**src/rtl/hn_router_eject_dec.sv**
```systemverilog
// Home-node ejection stage: per-VC credit FIFOs, target check, round-robin delivery
// to the device with source (x,y) decoded back into a core id.
package hn_router_eject_dec_pkg;
  localparam int unsigned NODE_NUM_X_DIMESION = 4;
  localparam int unsigned NODE_ID_X_W         = 2;
  localparam int unsigned NODE_ID_Y_W         = 2;
  localparam int unsigned DEV_PORT_W          = 2;
  localparam int unsigned DEV_ID_W            = 2;
  localparam int unsigned FLIT_W              = 256;

  typedef struct packed {
    logic [DEV_ID_W-1:0]    device_id;
    logic [DEV_PORT_W-1:0]  device_port;
    logic [NODE_ID_Y_W-1:0] y_position;
    logic [NODE_ID_X_W-1:0] x_position;
  } node_id_t;

  localparam int unsigned NODE_ID_W = $bits(node_id_t);
  localparam int unsigned DATA_W    = FLIT_W - 2 * NODE_ID_W;

  typedef struct packed {
    logic [DATA_W-1:0] data;
    node_id_t          src_id;
    node_id_t          tgt_id;
  } flit_payload_t;
endpackage

module hn_router_eject_dec
  import hn_router_eject_dec_pkg::*;
#(
  parameter int unsigned VC_NUM   = 2,
  parameter int unsigned VC_DEPTH = 4,
  parameter int unsigned CID_W    = 8
) (
  input  logic                   clk,
  input  logic                   rstn,
  input  logic [NODE_ID_X_W-1:0] node_id_x_i,
  input  logic [NODE_ID_Y_W-1:0] node_id_y_i,
  hn_router_eject_dec_if.slave   bus
);

  localparam int unsigned VC_W   = (VC_NUM > 1) ? $clog2(VC_NUM) : 1;
  localparam int unsigned PTR_W  = (VC_DEPTH > 1) ? $clog2(VC_DEPTH) : 1;
  localparam int unsigned CID_XW = CID_W + 1;
  localparam logic [PTR_W-1:0] LAST_IDX = PTR_W'(VC_DEPTH - 1);

  typedef struct packed {
    logic          drop;
    flit_payload_t flit;
  } entry_t;

  typedef enum logic {ST_ARB, ST_HOLD} state_e;

  entry_t             mem    [VC_NUM][VC_DEPTH];
  logic [PTR_W:0]     wr_ptr [VC_NUM];
  logic [PTR_W:0]     rd_ptr [VC_NUM];
  entry_t             head   [VC_NUM];
  logic [VC_NUM-1:0]  empty;
  logic [VC_NUM-1:0]  full;

  flit_payload_t      in_flit;
  logic [VC_W-1:0]    wr_vc;
  logic               tgt_mismatch;
  logic               wr_en;
  logic               ovf;

  logic [VC_W-1:0]    rr_prio_q;
  logic [VC_W-1:0]    rr_vc;
  logic [VC_W-1:0]    cand;
  logic               rr_found;

  state_e             state_q, state_d;
  logic [VC_W-1:0]    hold_vc_q, hold_vc_d;

  logic [VC_W-1:0]    sel_vc;
  logic               sel_valid;
  entry_t             head_sel;
  logic               dev_v;
  logic               silent_drop;
  logic               pop_en;
  logic [CID_XW-1:0]  cid_wide;

  logic               lcrd_v_q;
  logic [VC_W-1:0]    lcrd_id_q;
  logic               tgt_err_q;
  logic               ovf_err_q;
  logic [15:0]        drop_cnt_q;
  logic [16:0]        drop_sum;

  // Pointers carry one extra wrap bit so equal indices resolve to full vs empty
  function automatic logic [PTR_W:0] ptr_inc(input logic [PTR_W:0] p);
    if (p[PTR_W-1:0] == LAST_IDX) return {~p[PTR_W], PTR_W'(0)};
    return p + (PTR_W+1)'(1);
  endfunction

  always_comb begin
    empty = '0;
    full  = '0;
    for (int unsigned v = 0; v < VC_NUM; v++) begin
      empty[v] = (wr_ptr[v] == rd_ptr[v]);
      full[v]  = (wr_ptr[v][PTR_W-1:0] == rd_ptr[v][PTR_W-1:0]) &&
                 (wr_ptr[v][PTR_W] != rd_ptr[v][PTR_W]);
      head[v]  = mem[v][rd_ptr[v][PTR_W-1:0]];
    end
  end

  // A full VC still accepts when its head leaves on the same edge
  always_comb begin
    in_flit      = bus.flit_i;
    wr_vc        = bus.flit_vc_id_i;
    tgt_mismatch = (in_flit.tgt_id.x_position  != node_id_x_i) ||
                   (in_flit.tgt_id.y_position  != node_id_y_i) ||
                   (in_flit.tgt_id.device_port != '0) ||
                   (in_flit.tgt_id.device_id   != '0);
    wr_en        = bus.flit_v_i && (!full[wr_vc] || (pop_en && (sel_vc == wr_vc)));
    ovf          = bus.flit_v_i && !wr_en;
  end

  // First non-empty VC at or after the priority pointer
  always_comb begin
    rr_found = 1'b0;
    rr_vc    = '0;
    cand     = '0;
    for (int unsigned i = 0; i < VC_NUM; i++) begin
      cand = VC_W'((32'(rr_prio_q) + i) % VC_NUM);
      if (!rr_found && !empty[cand]) begin
        rr_found = 1'b1;
        rr_vc    = cand;
      end
    end
  end

  always_ff @(posedge clk or negedge rstn) begin
    if (!rstn) begin
      state_q   <= ST_ARB;
      hold_vc_q <= '0;
    end else begin
      state_q   <= state_d;
      hold_vc_q <= hold_vc_d;
    end
  end

  // A presented valid flit keeps its grant until the device takes it
  always_comb begin
    state_d   = state_q;
    hold_vc_d = hold_vc_q;
    case (state_q)
      ST_ARB: begin
        if (dev_v && !bus.dev_ready_i) begin
          state_d   = ST_HOLD;
          hold_vc_d = sel_vc;
        end
      end
      ST_HOLD: begin
        if (bus.dev_ready_i) state_d = ST_ARB;
      end
      default: state_d = ST_ARB;
    endcase
  end

  always_comb begin
    sel_vc    = rr_vc;
    sel_valid = rr_found;
    if (state_q == ST_HOLD) begin
      sel_vc    = hold_vc_q;
      sel_valid = 1'b1;
    end
    head_sel    = head[sel_vc];
    dev_v       = sel_valid && !head_sel.drop;
    silent_drop = sel_valid && head_sel.drop;
    pop_en      = (dev_v && bus.dev_ready_i) || silent_drop;
    if ((head_sel.flit.src_id.x_position == '0) && (head_sel.flit.src_id.y_position == '0))
      cid_wide = '0;
    else
      cid_wide = CID_XW'(head_sel.flit.src_id.y_position) * CID_XW'(NODE_NUM_X_DIMESION) +
                 CID_XW'(head_sel.flit.src_id.x_position) - CID_XW'(1);
  end

  always_ff @(posedge clk) begin
    if (wr_en) mem[wr_vc][wr_ptr[wr_vc][PTR_W-1:0]] <= {tgt_mismatch, in_flit};
  end

  always_ff @(posedge clk or negedge rstn) begin
    if (!rstn) begin
      for (int unsigned v = 0; v < VC_NUM; v++) begin
        wr_ptr[v] <= '0;
        rd_ptr[v] <= '0;
      end
      rr_prio_q <= '0;
    end else begin
      for (int unsigned v = 0; v < VC_NUM; v++) begin
        if (wr_en && (wr_vc == VC_W'(v)))   wr_ptr[v] <= ptr_inc(wr_ptr[v]);
        if (pop_en && (sel_vc == VC_W'(v))) rd_ptr[v] <= ptr_inc(rd_ptr[v]);
      end
      if (pop_en) rr_prio_q <= VC_W'((32'(sel_vc) + 32'd1) % VC_NUM);
    end
  end

  assign drop_sum = 17'(drop_cnt_q) + 17'(ovf) + 17'(silent_drop);

  // Credit per pop, sticky errors, saturating drop counter
  always_ff @(posedge clk or negedge rstn) begin
    if (!rstn) begin
      lcrd_v_q   <= 1'b0;
      lcrd_id_q  <= '0;
      tgt_err_q  <= 1'b0;
      ovf_err_q  <= 1'b0;
      drop_cnt_q <= '0;
    end else begin
      lcrd_v_q <= pop_en;
      if (pop_en) lcrd_id_q <= sel_vc;
      if (bus.flit_v_i && tgt_mismatch) tgt_err_q <= 1'b1;
      if (ovf) ovf_err_q <= 1'b1;
      drop_cnt_q <= drop_sum[16] ? 16'hFFFF : drop_sum[15:0];
    end
  end

  assign bus.lcrd_v_o      = lcrd_v_q;
  assign bus.lcrd_id_o     = lcrd_id_q;
  assign bus.dev_v_o       = dev_v;
  assign bus.dev_flit_o    = head_sel.flit;
  assign bus.dev_src_cid_o = cid_wide[CID_W-1:0];
  assign bus.tgt_err_o     = tgt_err_q;
  assign bus.ovf_err_o     = ovf_err_q;
  assign bus.drop_cnt_o    = drop_cnt_q;

endmodule

```
**src/rtl/hn_router_eject_dec_if.sv**
```systemverilog
// Router-local-port and device-side signal bundle for the home-node ejection decoder.
// master = router/device environment, slave = the ejection decoder.
interface hn_router_eject_dec_if #(
  parameter int unsigned VC_NUM = 2,
  parameter int unsigned FLIT_W = 256,
  parameter int unsigned CID_W  = 8
);
  localparam int unsigned VC_W = (VC_NUM > 1) ? $clog2(VC_NUM) : 1;

  logic              flit_v_i;
  logic [FLIT_W-1:0] flit_i;
  logic [VC_W-1:0]   flit_vc_id_i;
  logic              lcrd_v_o;
  logic [VC_W-1:0]   lcrd_id_o;
  logic              dev_v_o;
  logic              dev_ready_i;
  logic [FLIT_W-1:0] dev_flit_o;
  logic [CID_W-1:0]  dev_src_cid_o;
  logic              tgt_err_o;
  logic              ovf_err_o;
  logic [15:0]       drop_cnt_o;

  modport master (
    output flit_v_i, flit_i, flit_vc_id_i, dev_ready_i,
    input  lcrd_v_o, lcrd_id_o, dev_v_o, dev_flit_o, dev_src_cid_o,
           tgt_err_o, ovf_err_o, drop_cnt_o
  );

  modport slave (
    input  flit_v_i, flit_i, flit_vc_id_i, dev_ready_i,
    output lcrd_v_o, lcrd_id_o, dev_v_o, dev_flit_o, dev_src_cid_o,
           tgt_err_o, ovf_err_o, drop_cnt_o
  );
endinterface

```
**src/flat_wrapper.sv**
```systemverilog
// flat-port wrapper written by rule: the top's interface ports become plain ports
module hn_router_eject_dec_flat import hn_router_eject_dec_pkg::*;
#(
  parameter int unsigned VC_NUM   = 2,
  parameter int unsigned VC_DEPTH = 4,
  parameter int unsigned CID_W    = 8
)
  (clk, rstn, node_id_x_i, node_id_y_i, bus_flit_v_i, bus_flit_i, bus_flit_vc_id_i, bus_dev_ready_i, bus_lcrd_v_o, bus_lcrd_id_o, bus_dev_v_o, bus_dev_flit_o, bus_dev_src_cid_o, bus_tgt_err_o, bus_ovf_err_o, bus_drop_cnt_o);
  hn_router_eject_dec_if #(.VC_NUM(VC_NUM), .FLIT_W(FLIT_W), .CID_W(CID_W)) bus_i ();
  input  logic clk;
  input  logic rstn;
  input  logic [NODE_ID_X_W-1:0] node_id_x_i;
  input  logic [NODE_ID_Y_W-1:0] node_id_y_i;
  input wire logic [$bits(bus_i.flit_v_i)-1:0] bus_flit_v_i;
  input wire logic [$bits(bus_i.flit_i)-1:0] bus_flit_i;
  input wire logic [$bits(bus_i.flit_vc_id_i)-1:0] bus_flit_vc_id_i;
  input wire logic [$bits(bus_i.dev_ready_i)-1:0] bus_dev_ready_i;
  output wire logic [$bits(bus_i.lcrd_v_o)-1:0] bus_lcrd_v_o;
  output wire logic [$bits(bus_i.lcrd_id_o)-1:0] bus_lcrd_id_o;
  output wire logic [$bits(bus_i.dev_v_o)-1:0] bus_dev_v_o;
  output wire logic [$bits(bus_i.dev_flit_o)-1:0] bus_dev_flit_o;
  output wire logic [$bits(bus_i.dev_src_cid_o)-1:0] bus_dev_src_cid_o;
  output wire logic [$bits(bus_i.tgt_err_o)-1:0] bus_tgt_err_o;
  output wire logic [$bits(bus_i.ovf_err_o)-1:0] bus_ovf_err_o;
  output wire logic [$bits(bus_i.drop_cnt_o)-1:0] bus_drop_cnt_o;
  assign bus_i.flit_v_i = bus_flit_v_i;
  assign bus_i.flit_i = bus_flit_i;
  assign bus_i.flit_vc_id_i = bus_flit_vc_id_i;
  assign bus_i.dev_ready_i = bus_dev_ready_i;
  assign bus_lcrd_v_o = bus_i.lcrd_v_o;
  assign bus_lcrd_id_o = bus_i.lcrd_id_o;
  assign bus_dev_v_o = bus_i.dev_v_o;
  assign bus_dev_flit_o = bus_i.dev_flit_o;
  assign bus_dev_src_cid_o = bus_i.dev_src_cid_o;
  assign bus_tgt_err_o = bus_i.tgt_err_o;
  assign bus_ovf_err_o = bus_i.ovf_err_o;
  assign bus_drop_cnt_o = bus_i.drop_cnt_o;
  hn_router_eject_dec #(.VC_NUM(VC_NUM), .VC_DEPTH(VC_DEPTH), .CID_W(CID_W)) u_core (.clk(clk), .rstn(rstn), .node_id_x_i(node_id_x_i), .node_id_y_i(node_id_y_i), .bus(bus_i));
endmodule
```
**config.mk**
```make
export PLATFORM = sky130hd
export DESIGN_NAME = hn_router_eject_dec_flat
export DESIGN_NICKNAME = d
export VERILOG_FILES = /design/src/rtl/hn_router_eject_dec.sv /design/src/rtl/hn_router_eject_dec_if.sv /design/src/flat_wrapper.sv
export SDC_FILE = /design/constraint.sdc
export NUM_CORES = 2
export LEC_CHECK = 0
export CAP_MARGIN = 20
export CORE_ASPECT_RATIO = 0.6
export CORE_MARGIN = 4
export CORE_UTILIZATION = 50
export DETAILED_ROUTE_END_ITERATION = 8
export PLACE_DENSITY_LB_ADDON = 0.08
export SYNTH_ARGS = -nofsm -noshare
export SYNTH_HDL_FRONTEND = slang
export SYNTH_SLANG_ARGS = --single-unit
```
**constraint.sdc**
```tcl
create_clock -name clk -period 47.5 [get_ports clk]
set_input_delay 9.5 -clock clk [delete_from_list [all_inputs] [get_ports clk]]
set_output_delay 9.5 -clock clk [all_outputs]
set_load 0.05 [all_outputs]
```
==> flow_metrics.env <==
export IMPL_clk_path_buf_depth=3
export IMPL_track_usage=0.221
export IMPL_synth_simple_area_share=0.00556
export IMPL_port_buffers=549
export IMPL_tightest_slew_ns=1.21
export IMPL_initial_core_util=0.505
export IMPL_dr_total_vias=35600
export IMPL_max_slew_margin=0.192
export IMPL_synthXorXnorAreaFrac=0.00245
export IMPL_ys_flop_type="edfxtp_1"
export IMPL_finalCriticalPeriod_ns=16.17
export IMPL_crit_path_cell_trace="buf_4, buf_4, buf_4, buf_4, mux4_2, mux2_2, clkdlybuf4s50_1"
export IMPL_fillers=10800
export IMPL_fmax_mhz=61.9
export IMPL_yosysWarnings=0
export IMPL_place_hpwl_um=99700
export IMPL_maxCapViolCount=0
export IMPL_wl_um=181000
export IMPL_cts_root_buffer="clkbuf_16"
export IMPL_synth_edf_count=2056
export IMPL_drt_vias_per_instance=5.85
export IMPL_rsz0062_at_grt="no"
export IMPL_wl_per_cell_um=29.8
export IMPL_outcome="finished, final reports clean"
export IMPL_ant_nets=0
export IMPL_synth_fa_ha_area_frac=0.00152
export IMPL_htreeDepth=4
export IMPL_overflow=0
export IMPL_path_class="register to output port"
export IMPL_critical_path_peak_fanout=42
export IMPL_hold_ws_ns=0.467
export IMPL_critPathMaxStageDelay_ns=0.90
export IMPL_drt_drc_violations_left=0
export IMPL_hp_class="register to register"
export IMPL_synth_compound_area_frac=0.00273
export IMPL_synth_cell_types=46
export IMPL_cp_slowest_cell="dfrtp_4"
export IMPL_cts_tree="done"
export IMPL_grt_max_degree=119
export IMPL_syn_num_nets=3442
export IMPL_cts_hold_fix_buffers=0
export IMPL_seq_area_mm2=0.0626
export IMPL_cts_resized=0
export IMPL_cts_sinks=2091
export IMPL_syn_instance_count=3168
export IMPL_critPathTopFamily="buffers and inverters"
export IMPL_dieArea_mm2=0.164
export IMPL_fp_coreArea_mm2=0.156
export IMPL_finalHoldViolCount=0
export IMPL_fp_dieW_um=520
export IMPL_cp_start_kind="register"
export IMPL_clock_latency_ns=0.79
export IMPL_setup_viol=0
export IMPL_period_share=0.340
export IMPL_finalWeightedCongestion=0.752
export IMPL_rows=112
export IMPL_setup_tns_ns=0
export IMPL_fin_skew_ns=0.0269
export IMPL_stdcell_area_mm2=0.0927
export IMPL_synth_top_family_by_area="multiplexers"
export IMPL_ys_ff_latch=2091
export IMPL_crit_arrival_ns=6.67
export IMPL_path_buf_inv=5
export IMPL_drive_above_1_share=0.277
export IMPL_final_nets=4084
export IMPL_clk_pin_slew_ns=0.06
export IMPL_async_reset_ff_frac=0.0167
export IMPL_cpMostUsedCell="buf_4"
export IMPL_muxShareOfSynthArea=0.185
export IMPL_cp_data_required_time_ns=38.00
export IMPL_syn_to_final_growth_pct=17.7
export IMPL_end_kind="output port"
export IMPL_multiInputGateArea_mm2=0.0156
export IMPL_grt_pass1_wl_um=263000
export IMPL_synth_seq_area_share=0.795
export IMPL_ios=550
export IMPL_synth_avg_cell_area_um2=24.9
export IMPL_postCtsSetupBuffers=0
export IMPL_drtIter0Drc=3326
export IMPL_netlist_area_mm2=0.0788
export IMPL_numCtsBuffers=183
export IMPL_dr_pass1_iters=5
export IMPL_die_y_um=315
export IMPL_slew_violations=0
export IMPL_grt_pass1_vias=37500
export IMPL_antenna_found_initial=33
export IMPL_placedInstanceArea_mm2=0.0869
flip-flops by register name, summed over array words and instances, names as in the netlist:
name,cells
u_core.bus.ovf_err_o,1
u_core.state_q,1
u_core.hold_vc_q,1
u_core.bus.drop_cnt_o,16
u_core.bus.tgt_err_o,1
u_core.mem,2056
u_core.bus.lcrd_id_o,1
u_core.wr_ptr,6
u_core.rr_prio_q,1
u_core.bus.lcrd_v_o,1
u_core.rd_ptr,6
per-stage QoR:
stage,setup WS (ns),cells,utilization
2_1_floorplan,17.84,3168,-
3_3_place_gp,31.91,5733,0.557
3_5_place_dp,31.90,5734,0.557
4_1_cts,31.00,6057,0.594
5_1_grt,30.70,6073,0.594
6_report,31.33,6081,0.595
kinds of logic after synthesis:
group	Yosys count
mux	778
simple gates	80
compound gates	29
fa+ha+maj	9
buf+inv	159
flops	2091
xor+xnor	22
synthesized netlist by cell type, types with 2 or more instances:
cell      count  share of area
a21o_1        7        0.00067
a21oi_1       7        0.00044
and3_1        7        0.00056
and4_1        4        0.00044
buf_1         9        0.00043
buf_2        30         0.0019
buf_4         2        0.00019
buf_6         2        0.00029
clkbuf_1    107         0.0051
dfrtp_1      35          0.011
edfxtp_1   2056           0.78
ha_1          8         0.0013
inv_1         9        0.00043
mux2_2      262          0.037
mux2i_1       2        0.00025
mux4_2      514           0.15
nand2_1      15        0.00071
nand2b_1      3        0.00024
nand3_1       8        0.00051
nand4_1       2        0.00016
nor2_1       14        0.00067
nor2b_1       4        0.00032
nor3_1       10        0.00064
nor3b_1       2        0.00019
nor3b_2       2        0.00032
nor4_1        2        0.00016
o21ai_0       4        0.00025
or2_2         2        0.00016
or4_1         2        0.00019
xnor2_1      16         0.0018
xor2_1        6        0.00067
path summary, 6_finish.rpt:
kind	startpoint	to	slack [ns]	depth (start not counted)
max	u_core.rd_ptr[0]	bus_dev_flit_o[176]	31.33	7
min	u_core.bus.tgt_err_o	u_core.bus.tgt_err_o	0.47	1
max reg2reg	u_core.rd_ptr[3]	u_core.mem[0][139]	40.03	10
min reg2reg	u_core.bus.tgt_err_o	u_core.bus.tgt_err_o	0.47	1
max in group asynchronous	rstn	u_core.rd_ptr[0]	38.03	1
min in group asynchronous	rstn	u_core.bus.tgt_err_o	8.82	1
per-layer routing:
layer	vias up	wire length, um	share of wire	GRT usage
li1	14900	-	-	-
met1	19300	75500	0.42	0.309
met3	262	11100	0.061	0.0428
met4	16	3860	0.021	0.0652
met2	1081	90700	0.50	0.360
met5	-	120	0.00066	0
final cells by class:
cell class                      count  share of cell area
Antenna cell                       24            0.000648
Clock buffer                      228              0.0524
Clock inverter                     95             0.00953
Inverter                            9            0.000364
Multi-Input combinational cell    918               0.168
Sequential cell                  2091               0.675
Tap cell                         2109              0.0285
Timing Repair Buffer              607              0.0654
cell usage in the layout, fill, tap and decap left out, types with 3 or more instances in the layout:
| master | n |
|---|---|
| xnor2_1 | 16 |
| a21o_1 | 7 |
| buf_4 | 47 |
| nor2b_1 | 4 |
| and4_1 | 4 |
| clkinvlp_4 | 5 |
| xor2_1 | 6 |
| nand2b_1 | 3 |
| o21ai_0 | 4 |
| mux4_2 | 514 |
| clkbuf_16 | 188 |
| clkdlybuf4s50_1 | 548 |
| nor2_1 | 13 |
| edfxtp_1 | 2056 |
| clkbuf_1 | 40 |
| ha_1 | 8 |
| bufinv_16 | 15 |
| inv_1 | 9 |
| inv_6 | 3 |
| buf_12 | 11 |
| nor3_1 | 8 |
| a21oi_1 | 7 |
| nand3_1 | 8 |
| dfrtp_4 | 4 |
| dfrtp_1 | 31 |
| nand2_1 | 15 |
| clkinv_2 | 21 |
| mux2_2 | 262 |
| and3_1 | 5 |
| clkinv_1 | 46 |
| diode_2 | 24 |
worst register-to-register path: stages, from the launching register on:
cell and delay, ns:
dfrtp_4 0.94, xnor2_1 0.23, a311o_1 0.44, and2_4 0.42
buf_4 0.59, or3_4 0.64, a21oi_4 0.18, and3_4 0.76
buf_4 0.93, buf_12 0.61, buf_4 1.22
Power is left out: the tool's default activity adds up to more than one toggle a clock period on the data nets, which glitch-free logic cannot reach.
